File: src/rtl/inst_fetch_pkg.sv
// Shared definitions for the instruction-fetch stage: bus widths, reset
// defaults, FSM state encoding and the word-alignment helper.
package inst_fetch_pkg;

    localparam int unsigned ADDR_W = 32;
    localparam int unsigned INST_W = 32;
    localparam int unsigned DATA_W = 32;

    localparam logic [DATA_W-1:0] ZeroWord = '0;

    localparam logic [ADDR_W-1:0] RESET_PC_DEFAULT      = 32'hBFC0_0000;
    localparam int unsigned       EXCP_ADEL_BIT_DEFAULT = 0;

    typedef enum logic [1:0] {
        S_REQ     = 2'd0,
        S_HOLD    = 2'd1,
        S_DISCARD = 2'd2
    } if_state_e;

    function automatic logic [ADDR_W-1:0] word_align(input logic [ADDR_W-1:0] a);
        return {a[ADDR_W-1:2], 2'b00};
    endfunction

endpackage

File: src/rtl/inst_fetch_if.sv
// Request/acknowledge instruction bus between the fetch stage (master) and
// the instruction memory or cache (slave).
interface inst_fetch_if;
    import inst_fetch_pkg::*;

    logic              req;
    logic [ADDR_W-1:0] addr;
    logic              ack;
    logic [INST_W-1:0] rdata;

    modport master (
        output req,
        output addr,
        input  ack,
        input  rdata
    );

    modport slave (
        input  req,
        input  addr,
        output ack,
        output rdata
    );

endinterface

File: src/rtl/inst_fetch.sv
// Instruction-fetch stage: PC generation, ibus master, stall hold buffer and
// branch/flush redirects. Optional macro IF_ALIGN_CHECK_EN traps misaligned PCs.
module inst_fetch
    import inst_fetch_pkg::*;
#(
    parameter logic [ADDR_W-1:0] RESET_PC      = RESET_PC_DEFAULT,
    parameter int unsigned       EXCP_ADEL_BIT = EXCP_ADEL_BIT_DEFAULT
) (
    input  logic              clk,
    input  logic              rst,
    input  logic              id_stall,
    input  logic              flush,
    input  logic [ADDR_W-1:0] flush_pc,
    input  logic              branch_en,
    input  logic [ADDR_W-1:0] branch_target,
    inst_fetch_if.master      ibus,
    output logic [ADDR_W-1:0] if_pc,
    output logic [INST_W-1:0] if_inst,
    output logic [DATA_W-1:0] if_excp,
    output logic              if_stall
);

`ifdef IF_ALIGN_CHECK_EN
    localparam logic ALIGN_CHECK = 1'b1;
`else
    localparam logic ALIGN_CHECK = 1'b0;
`endif

    localparam logic [DATA_W-1:0] ADEL_MASK = DATA_W'(1) << EXCP_ADEL_BIT;

    if_state_e         state_q, state_d;
    logic [ADDR_W-1:0] pc_q, pc_d;
    logic [INST_W-1:0] hold_q, hold_d;
    logic              br_pend_q, br_pend_d;
    logic [ADDR_W-1:0] br_tgt_q, br_tgt_d;
    logic [ADDR_W-1:0] disc_addr_q, disc_addr_d;

    logic              misalign;
    logic              valid;
    logic              req;
    logic [ADDR_W-1:0] addr;
    logic [INST_W-1:0] inst;
    logic [DATA_W-1:0] excp;
    logic              accept;

    assign misalign = ALIGN_CHECK && (pc_q[1:0] != 2'b00);

    // Outputs are gated by rst so the request drops the moment reset asserts.
    always_comb begin
        req   = 1'b0;
        valid = 1'b0;
        inst  = ZeroWord;
        excp  = ZeroWord;
        if (rst) begin
            unique case (state_q)
                S_REQ: begin
                    if (misalign) begin
                        valid = 1'b1;
                        excp  = ADEL_MASK;
                    end else begin
                        req   = 1'b1;
                        valid = ibus.ack;
                        inst  = ibus.rdata;
                    end
                end
                S_HOLD: begin
                    valid = 1'b1;
                    inst  = hold_q;
                    if (misalign) excp = ADEL_MASK;
                end
                S_DISCARD: begin
                    req = 1'b1;
                end
                default: begin
                    req   = 1'b0;
                    valid = 1'b0;
                end
            endcase
        end
    end

    // The abandoned request keeps its own address because pc already moved on.
    assign addr = (state_q == S_DISCARD) ? disc_addr_q : word_align(pc_q);

    assign ibus.req  = req;
    assign ibus.addr = addr;
    assign if_pc     = pc_q;
    assign if_inst   = inst;
    assign if_excp   = excp;
    assign if_stall  = !valid;

    assign accept = valid && !id_stall && !flush;

    always_comb begin
        state_d     = state_q;
        pc_d        = pc_q;
        hold_d      = hold_q;
        br_pend_d   = br_pend_q;
        br_tgt_d    = br_tgt_q;
        disc_addr_d = disc_addr_q;

        if (flush) begin
            pc_d      = flush_pc;
            br_pend_d = 1'b0;
            hold_d    = ZeroWord;
            if (state_q == S_DISCARD) begin
                state_d = ibus.ack ? S_REQ : S_DISCARD;
            end else if (state_q == S_REQ && req && !ibus.ack) begin
                state_d     = S_DISCARD;
                disc_addr_d = addr;
            end else begin
                state_d = S_REQ;
            end
        end else if (accept) begin
            if (br_pend_q)      pc_d = br_tgt_q;
            else if (branch_en) pc_d = branch_target;
            else                pc_d = pc_q + 32'd4;
            br_pend_d = 1'b0;
            state_d   = S_REQ;
        end else begin
            if (valid && id_stall && state_q == S_REQ) begin
                hold_d  = inst;
                state_d = S_HOLD;
            end
            if (branch_en) begin
                br_pend_d = 1'b1;
                br_tgt_d  = branch_target;
            end
            if (state_q == S_DISCARD && ibus.ack) begin
                state_d = S_REQ;
            end
        end
    end

    always_ff @(posedge clk or negedge rst) begin
        if (!rst) begin
            state_q     <= S_REQ;
            pc_q        <= RESET_PC;
            hold_q      <= ZeroWord;
            br_pend_q   <= 1'b0;
            br_tgt_q    <= '0;
            disc_addr_q <= '0;
        end else begin
            state_q     <= state_d;
            pc_q        <= pc_d;
            hold_q      <= hold_d;
            br_pend_q   <= br_pend_d;
            br_tgt_q    <= br_tgt_d;
            disc_addr_q <= disc_addr_d;
        end
    end

    a_addr_stable: assert property (
        @(posedge clk) disable iff (!rst)
        (ibus.req && !ibus.ack) |=> (ibus.req && $stable(ibus.addr))
    );

endmodule

File: src/flat_wrapper.sv
// flat-port wrapper written by rule: the top's interface ports become plain ports
module inst_fetch_flat import inst_fetch_pkg::*;
#(
    parameter logic [ADDR_W-1:0] RESET_PC      = RESET_PC_DEFAULT,
    parameter int unsigned       EXCP_ADEL_BIT = EXCP_ADEL_BIT_DEFAULT
)
  (clk, rst, id_stall, flush, flush_pc, branch_en, branch_target, if_pc, if_inst, if_excp, if_stall, ibus_req, ibus_addr, ibus_ack, ibus_rdata);
  inst_fetch_if ibus_i ();
  input  logic clk;
  input  logic rst;
  input  logic id_stall;
  input  logic flush;
  input  logic [ADDR_W-1:0] flush_pc;
  input  logic branch_en;
  input  logic [ADDR_W-1:0] branch_target;
  output logic [ADDR_W-1:0] if_pc;
  output logic [INST_W-1:0] if_inst;
  output logic [DATA_W-1:0] if_excp;
  output logic if_stall;
  output wire logic [$bits(ibus_i.req)-1:0] ibus_req;
  output wire logic [$bits(ibus_i.addr)-1:0] ibus_addr;
  input wire logic [$bits(ibus_i.ack)-1:0] ibus_ack;
  input wire logic [$bits(ibus_i.rdata)-1:0] ibus_rdata;
  assign ibus_req = ibus_i.req;
  assign ibus_addr = ibus_i.addr;
  assign ibus_i.ack = ibus_ack;
  assign ibus_i.rdata = ibus_rdata;
  inst_fetch #(.RESET_PC(RESET_PC), .EXCP_ADEL_BIT(EXCP_ADEL_BIT)) u_core (.clk(clk), .rst(rst), .id_stall(id_stall), .flush(flush), .flush_pc(flush_pc), .branch_en(branch_en), .branch_target(branch_target), .ibus(ibus_i), .if_pc(if_pc), .if_inst(if_inst), .if_excp(if_excp), .if_stall(if_stall));
endmodule
File: config.mk
export PLATFORM = sky130hd
export DESIGN_NAME = inst_fetch_flat
export DESIGN_NICKNAME = d
export VERILOG_FILES = /design/src/rtl/inst_fetch_pkg.sv /design/src/rtl/inst_fetch_if.sv /design/src/rtl/inst_fetch.sv /design/src/flat_wrapper.sv
export SDC_FILE = /design/constraint.sdc
export NUM_CORES = 1
export LEC_CHECK = 0
export CAP_MARGIN = 20
export CORE_MARGIN = 1.5
export CORE_UTILIZATION = 35
export CTS_BUF_LIST = sky130_fd_sc_hd__clkbuf_8
export CTS_CLUSTER_DIAMETER = 40
export DETAILED_ROUTE_END_ITERATION = 12
export PLACE_DENSITY = 0.71
export SLEW_MARGIN = 20
export SYNTH_ARGS = -nofsm -noshare
export SYNTH_HDL_FRONTEND = slang
export SYNTH_SLANG_ARGS = --single-unit
export TNS_END_PERCENT = 5
File: constraint.sdc
create_clock -name clk -period 2.1 [get_ports clk]
set_input_delay 0.42 -clock clk [delete_from_list [all_inputs] [get_ports clk]]
set_output_delay 0.42 -clock clk [all_outputs]
set_load 0.005 [all_outputs]
======== Yosys cells after proc, flatten, opt, wreduce, memory -nomap -nowiden ========
Cells that the tools add are included.
storage, ports and cells
  bits in registers ....................... 131
  bits of input ports ..................... 102
  output and inout port bits .............. 130
operators by class
  add/subtract/negate cells ............... 1
  eq/ne operators ......................... 3
  multiplexer cells ....................... 24
  bitwise logic cells ..................... 3
  reductions and logical operators ........ 20
operators by type and width
  kind                                                  count
  2-to-1 mux 32 bit                                     9
  case mux 32 bit (2 select lines)                      1
  adder 32 x 3 -> 32 bit (second input constant)        1
  2-to-1 mux 2 bit                                      7
  logical AND 1 bit                                     7
  2-to-1 mux 1 bit                                      6
  AND reduction 3 bit                                   2
  zero test 1 bit                                       4
  nonzero test 2 bit                                    2
  nonzero test 4 bit                                    1
  inverter 1 bit                                        3
  nonzero test 3 bit                                    1
  equality test 2 x 1 -> 1 bit (second input constant)  1
  equality test 2 bit (second input constant)           1
  zero test 2 bit                                       1
  != test 2 bit (second input constant)                 1
  case mux 1 bit (2 select lines)                       1
  AND reduction 2 bit                                   1
  OR reduction 2 bit                                    1

======== Depth between registers and ports, before layout ========
Gate-level depths: netlist (run 1).
  word-level depth ........................ 9
  depth in mapped cells ................... 7
  gate-level depth less buffers ........... 6

======== Worst setup path before layout (run 1) ========
OpenSTA, ideal clock, no wires.
  path kind ............................... register to register
  start ................................... reg u_core.pc_q[15] (netlist: u_core.if_pc[15])
  end ..................................... reg u_core.pc_q[30] (netlist: u_core.if_pc[30])
  setup time .............................. 0.126 ns
  data arrival time ....................... 1.958 ns
  data required time ...................... 1.974 ns
  path slack .............................. 0.016 ns
  stages on the path, launching flop included .. 7
  buffers on the path ..................... 1
  cells stage by stage .................... dfrtp_1 -> buf_2 -> nand4_1 -> or3_1 -> nor4_1 -> mux2_2 -> a221o_1
on the way
  word-level cells in the longest chain between the ends .. 5
RTL lines
  item                    line               source
  from (decl)             inst_fetch.sv:32   logic [ADDR_W-1:0] pc_q, pc_d;
  from (signal assigned)  inst_fetch.sv:145  pc_q <= pc_d;
  adder 32 x 3 -> 32 bit  inst_fetch.sv:117  else pc_d = pc_q + 32'd4;
  2-to-1 mux 32 bit       inst_fetch.sv:116  else if (branch_en) pc_d = branch_target;
  2-to-1 mux 32 bit       inst_fetch.sv:115  if (br_pend_q) pc_d = br_tgt_q;
  2-to-1 mux 32 bit       inst_fetch.sv:114  end else if (accept) begin
  2-to-1 mux 32 bit       inst_fetch.sv:102  if (flush) begin
Every way passes these cells. The select of a mux whose other input is x is not followed.
A chain may end at the register's enable or synchronous reset.

======== Worst setup path in the final report (run 1) ========
  start ................................... reg u_core.state_q[0]
  end ..................................... out ibus_addr[7]
on the way
  word-level cells in the longest chain between the ends .. 2
RTL lines
  item                    line                source
  from (decl)             inst_fetch.sv:31    if_state_e state_q, state_d;
  from (signal assigned)  inst_fetch.sv:144   state_q <= state_d;
  equality test 2 bit     inst_fetch.sv:83    assign addr = (state_q == S_DISCARD) ? disc_addr_q : word_align(pc_q);
  2-to-1 mux 32 bit       inst_fetch.sv:83
  to (decl)               flat_wrapper.sv:21  output wire logic [$bits(ibus_i.addr)-1:0] ibus_addr;
Every way passes these cells.

==> flow_metrics.py, run 1 <==
metrics = {
    "drt": {
        "totalWireLength_um": 24000,
        "vias_per_cell": 5.30,
        "top_layer_used": "met5",
        "wl_met1_um": 10000,
        "drtIter0Drc": 458,
        "drc": 0,
        "wl_met3_um": 2180,
        "wl_met2_um": 11300,
        "dr_total_vias": 6925,
        "wl_per_cell_um": 18.3,
        "drtPass1Iterations": 5,
        "final_antenna_net_count": 0,
    },
    "global_route": {
        "grt_first_pass_wirelength_um": 36000,
        "grt_max_degree": 68,
        "grt_remaining_overflow": 0,
        "grt_pass1_vias": 6654,
        "grt_use_total": 0.209,
        "antenna_found_initial": 6,
    },
    "critical_path": {
        "slowest_delay_ns": 0.42,
        "arrival_ns": 1.97,
        "timing.critical_path.to_type": "primary output",
        "path_cells": "nand2b_4 -> buf_12 -> buf_4 -> buf_4 -> mux2_1 -> clkbuf_2",
        "critical_path.startpoint_type": "flop",
        "critPathBufInv": 4,
        "critPathKind": "reg2out",
        "cp_slowest_cell": "dfrtp_1",
        "r2r_cells": 6,
        "path_common_cell": "buf_4",
        "cp_max_fo": 6,
        "required_ns": 1.68,
        "crit_cells": 6,
        "cpLargestDelayFamily": "buffers and inverters",
    },
    "place": {
        "port_buffers": 199,
        "gp_congestion": 0.880,
        "dpl.hpwl_um": 16200,
        "dp_slack_ns": -0.227,
    },
    "run": {
        "drv_cap": 0,
    },
    "hold_path": {
        "hold_class": "in2async",
    },
    "yosys": {
        "synth_seq_area_share": 0.439,
        "async_reset_ff_frac": 1.00,
        "synth_compound_area_frac": 0.161,
        "synth_flop_cell": "dfrtp_1",
        "synth_most_common_cell": "dfrtp_1",
        "syn_area_per_cell_um2": 10.2,
        "synth-seq-cells": 131,
        "yosysTopAreaCellShare": 0.407,
        "synthXorXnorAreaFrac": 0.00351,
        "postSynthCellCount": 734,
        "yosys.area_share.simple": 0.131,
        "muxShareOfSynthArea": 0.189,
        "synth_common_cells": "dfrtp_1, mux2_2, nor2_1",
        "synthAdderAreaFrac": 0.00167,
        "syn_area_um2": 7490,
        "synth_top_family_by_area": "multiplexers",
        "synth-edff-count": 0,
        "synth.top_cells.by_area": "dfrtp_1, mux2_2, mux2i_1, a22o_1, buf_4",
        "synth_area_leader_cell": "dfrtp_1",
        "ys.warnings.count": 0,
        "synth_cell_types": 65,
    },
    "clock_tree": {
        "numCtsBuffers": 17,
        "numClockSinks": 131,
        "tritoncts": "yes",
        "clockBufferDepth": 2,
        "postCtsHoldBufs": 0,
        "clk_pin_slew_ns": 0.08,
        "htree_num_levels": 4,
        "clockRootBuffer": "clkbuf_8",
        "clkLatencyLatePin_ns": 0.45,
    },
    "sta": {
        "setup_viol": 65,
        "fmax_ghz": 0.419,
        "layout_setup_ws_ns": -0.289,
        "fin_crit_sh": 1.14,
        "rsz0062_at_grt": "yes",
        "final_hold_viol_count": 0,
        "relSlewSlack": 0.415,
        "worst_slew_pin_slew_ns": 0.878,
        "slew_viol_final": 0,
        "finClkSkew_ns": 0.0140,
        "fin_crit_ns": 2.39,
    },
    "floorplan": {
        "die_x_um": 149,
        "io_pins": 232,
        "die_h_um": 149,
        "coreArea_um2": 21000,
        "fp.dieArea_um2": 22300,
        "row_count": 53,
        "start_util": 0.356,
    },
    "status": {
        "status": "finished with violations",
        "failed_checks": "setup timing",
    },
    "layout": {
        "final_nets": 1119,
        "area_delta_synth_final_pct": 46.4,
        "layout-drive-gt1-share": 0.320,
    },
    "pwr": {
        "peakVddDrop_mv": 0.391,
        "powerDensity_nw_per_um2": 686,
        "p_leak_uw": 0.00492,
        "finalPower_uw": 7520,
    },
}
[worst register-to-register path: cells and delay by family, from the launching register on]
kind,cells,cell delay (ns)
simple gates,3,0.74
flops,1,0.43
fa+ha+maj,1,0.22
mux,1,0.38
compound gates,1,0.33
[cell type report]
type / instances / area [µm²]
antenna: 2 / 5.00
clock buffer: 19 / 262
clock inverter: 13 / 121
fill: 1959 / 10100
inverter: 13 / 48.8
multi-input combinational: 526 / 3900
sequential: 131 / 3290
tap: 275 / 344
timing repair buffer: 327 / 2990
[logic make-up after synthesis]
logic type               after synthesis
flip-flops                           131
adder cells (fa/ha/maj)                1
AND/OR/NAND/NOR                      195
XOR/XNOR                               3
other                                  1
buffers and inverters                108
multiplexers                         130
AO/OA/AOI/OAI                        165
[report_power, final]
part | total (µW) | leakage (µW) | internal, µW | switching (µW)
registers | 3160 | 0.00161 | 2920 | 244
logic | 2230 | 0.00311 | 1290 | 935
clock network | 2130 | 0.000202 | 1100 | 1030
[state kept, by name (all words and copies together), names as in the netlist]
signal and flops:
u_core.state_q 2, u_core.hold_q 32, u_core.disc_addr_q 32, u_core.if_pc 32, u_core.br_pend_q 1, u_core.br_tgt_q 32
[timing repair]
action | 4_1_cts | 5_1_grt
resized for setup | 72 | 137
setup endpoints to repair | 68 | 79
pin swaps | 19 | 12
setup buffers | 1 | 29
gates cloned | 1 | 5
[layout by cell type, fill, tap and decap left out, types with 13 or more instances in the layout]
cell type          n
nand2_1           52
inv_1             16
clkdlybuf4s50_1  127
a21oi_1           13
buf_2             15
a22o_1            33
conb_1            32
buf_4             99
clkbuf_2          35
dfrtp_1          120
clkbuf_8          19
mux2i_1           39
mux2_4            18
o21ai_0           35
buf_6             13
mux2_2            71
nor2_1            63
[metal layers]
metal  track usage  vias to the layer above
met5             0                        -
met2         0.326                      293
met3        0.0691                       32
met4        0.0703                        2
li1              -                     3211
met1         0.271                     3387
[per-stage QoR]
| step | setup TNS (ns) | utilization | hold slack (ns) | instance area, µm² | std cells |
|---|---|---|---|---|---|
| floorplan | 0 | - | 0.124 | 7610 | 765 |
| global placement | -10.31 | 0.488 | 0.453 | 10300 | 1236 |
| detailed placement | -13.56 | 0.488 | 0.464 | 10300 | 1236 |
| CTS | -18.07 | 0.506 | 0.191 | 10600 | 1270 |
| global route | -16.15 | 0.522 | 0.252 | 11000 | 1305 |
| finish | -10.82 | 0.522 | 0.196 | 11000 | 1306 |
[worst paths after layout]
check | startpoint | endpoint | slack [ns]
hold reg to reg | u_core.disc_addr_q[15]$_DFFE_PN0P_ | u_core.disc_addr_q[15]$_DFFE_PN0P_ | 0.48
setup / recovery | u_core.state_q[0]$_DFFE_PN0P_ | ibus_addr[7] | -0.29
hold / removal | rst | u_core.hold_q[11]$_DFFE_PN0P_ | 0.20
max in group asynchronous | rst | u_core.state_q[1]$_DFFE_PN0P_ | 1.21
setup reg to reg | u_core.if_pc[2]$_DFFE_PN0P_ | u_core.if_pc[30]$_DFFE_PN0P_ | -0.11
min in group clk | rst | u_core.state_q[1]$_DFFE_PN0P_ | 0.41
Power figures use the tool's default switching activity.
==> run 2, diff against run 1 <==
--- a/config.mk
+++ b/config.mk
@@ -12,7 +12,6 @@
 export CTS_CLUSTER_DIAMETER = 40
 export DETAILED_ROUTE_END_ITERATION = 12
 export PLACE_DENSITY = 0.71
-export SLEW_MARGIN = 20
 export SYNTH_ARGS = -nofsm -noshare
 export SYNTH_HDL_FRONTEND = slang
 export SYNTH_SLANG_ARGS = --single-unit
==> results of run 2 <==
The final DEF is identical to that of run 1; final timing and power are the same.
==> run 3, diff against run 2 <==
--- a/config.mk
+++ b/config.mk
@@ -12,6 +12,7 @@
 export CTS_CLUSTER_DIAMETER = 40
 export DETAILED_ROUTE_END_ITERATION = 12
 export PLACE_DENSITY = 0.71
+export SETUP_SLACK_MARGIN = 0.3
 export SYNTH_ARGS = -nofsm -noshare
 export SYNTH_HDL_FRONTEND = slang
 export SYNTH_SLANG_ARGS = --single-unit
==> run 3 against run 2 <==
  * The run still ends with setup timing left
  * Non-clock buffer count decreased by 28
  * Global-route usage up 0.95 points
  * Fmax increased by 8.0%
  * Sequential cell count is the same
  * Sequential share of layout area is 0.93 points lower
  * Clock skew decreased by 0.0041 ns
  * Combinational power grew 9.4%
  * Via count is 1.2% higher
  * Die area stayed put
  * First-iteration DRC count fell by 4.8%
==> flow_metrics.py, run 3 (synthesized netlist as in run 1, its figures left out) <==
metrics = {
    "floorplan": {
        "io_pins": 232,
        "fp.dieArea_um2": 22300,
        "die_h_um": 149,
        "die_x_um": 149,
        "row_count": 53,
        "start_util": 0.356,
        "coreArea_um2": 21000,
    },
    "sta": {
        "finClkSkew_ns": 0.00987,
        "fmax_ghz": 0.452,
        "relSlewSlack": 0.509,
        "setup_viol": 62,
        "fin_crit_sh": 1.05,
        "rsz0062_at_grt": "yes",
        "slew_viol_final": 0,
        "hold-worst-slack_ns": 0.144,
        "final_hold_viol_count": 0,
        "fin_crit_ns": 2.21,
        "worst_slew_pin_slew_ns": 0.737,
        "layout_setup_ws_ns": -0.112,
    },
    "place": {
        "place_inst": 1226,
        "dp_slack_ns": -0.236,
        "port_buffers": 199,
        "gp_congestion": 0.887,
        "dpl.hpwl_um": 16400,
    },
    "clock_tree": {
        "clockBufferDepth": 2,
        "numClockSinks": 131,
        "htree_num_levels": 4,
        "clk_pin_slew_ns": 0.08,
        "numCtsBuffers": 17,
        "clkLatencyLatePin_ns": 0.45,
        "tritoncts": "yes",
        "clockRootBuffer": "clkbuf_8",
    },
    "layout": {
        "mostFrequentLayoutCell": "dfrtp_1",
        "fillers": 1866,
        "layout_common_cells": "dfrtp_1, clkdlybuf4s50_1, mux2_4, nor2_1, nand2_1",
        "final_nets": 1091,
        "layout-drive-gt1-share": 0.361,
        "area_delta_synth_final_pct": 51.2,
        "fin_cells": 1278,
        "utilization": 0.539,
    },
    "critical_path": {
        "slowest_delay_ns": 0.40,
        "cpLargestDelayFamily": "flip-flops",
        "cp_max_fo": 8,
        "crit_cells": 4,
        "r2r_cells": 7,
        "critPathKind": "reg2out",
        "cp_slowest_cell": "dfrtp_1",
        "critPathBufInv": 2,
        "critical_path.startpoint_type": "flop",
        "path_cells": "nand2b_4 -> clkbuf_16 -> mux2_4 -> buf_6",
        "rrSetupSlack_ns": 0.06,
        "required_ns": 1.68,
        "arrival_ns": 1.79,
        "timing.critical_path.to_type": "primary output",
    },
    "run": {
        "drv_cap": 0,
    },
    "drt": {
        "totalWireLength_um": 25300,
        "final_antenna_net_count": 0,
        "dr_total_vias": 7006,
        "wl_per_cell_um": 19.8,
        "drtPass1Iterations": 8,
        "drc": 0,
        "vias_per_cell": 5.48,
        "drtIter0Drc": 436,
    },
    "global_route": {
        "grt_max_degree": 73,
        "grt_pass1_vias": 6818,
        "grt_remaining_overflow": 0,
        "grt_first_pass_wirelength_um": 37400,
        "grt_use_total": 0.218,
        "antenna_found_initial": 2,
    },
    "pwr": {
        "peakVddDrop_mv": 0.409,
        "p_leak_uw": 0.00521,
        "finalPower_uw": 8100,
        "powerDensity_nw_per_um2": 714,
    },
    "status": {
        "failed_checks": "setup timing",
        "status": "finished with violations",
    },
    "hold_path": {
        "hold_class": "in2async",
    },
}
## run 3: final timing paths
kind | from | to
setup / recovery | u_core.state_q[0]$_DFFE_PN0P_ | ibus_addr[23]
hold / removal | rst | u_core.hold_q[15]$_DFFE_PN0P_
setup reg to reg | u_core.state_q[1]$_DFFE_PN0P_ | u_core.if_pc[31]$_DFFE_PN1P_
hold reg to reg | u_core.disc_addr_q[0]$_DFFE_PN0P_ | u_core.disc_addr_q[0]$_DFFE_PN0P_
max in group asynchronous | rst | u_core.if_pc[9]$_DFFE_PN0P_
min in group clk | rst | u_core.state_q[1]$_DFFE_PN0P_
## run 3: timing repair
action,4_1_cts,5_1_grt
gates resized for setup,239,233
pin swaps,61,84
cloned,2,5
hold buffers,1,0
hold endpoints to repair,4,0
endpoints found under the setup margin,184,243
setup buffers,2,8
## run 3: through the flow
step | cell area [µm²] | setup TNS, ns
2_1_floorplan | 7650 | 0
3_3_place_gp | 10200 | -12.40
3_5_place_dp | 10200 | -18.75
4_1_cts | 10900 | -9.23
5_1_grt | 11300 | -8.69
6_report | 11300 | -3.56
## run 3: layout make-up
class                      instances  area (µm²)  share of cell area
sequential                       131        3300               0.291
timing repair buffer             299        2810               0.248
tap                              275         344              0.0304
antenna                            2        5.00            0.000442
clock buffer                      19         262              0.0231
inverter                          13        50.0             0.00442
clock inverter                    13         181              0.0160
multi-input combinational        526        4380               0.387
## run 3: report_power, final
| group | leakage [µW] | total, µW | switching [µW] | internal [µW] |
|---|---|---|---|---|
| registers | 0.00161 | 3220 | 294 | 2920 |
| logic | 0.00338 | 2440 | 999 | 1440 |
| clock network | 0.000216 | 2440 | 1080 | 1360 |
| total | 0.00521 | 8100 | 2380 | 5720 |
## run 3: routing by layer
metal	vias up	track usage	share of wire
met5	-	0	0
met4	0	0.0668	0.022
met3	38	0.0682	0.092
met2	319	0.358	0.47
met1	3482	0.274	0.41
li1	3167	-	-
## run 3: worst register-to-register path: stages (launching register included)
cell and delay (ns):
dfrtp_2 0.45, buf_6 0.15, nand2b_4 0.16, or3_4 0.43, buf_6 0.16, o211a_1 0.22
a221o_1 0.25, a21o_1 0.15
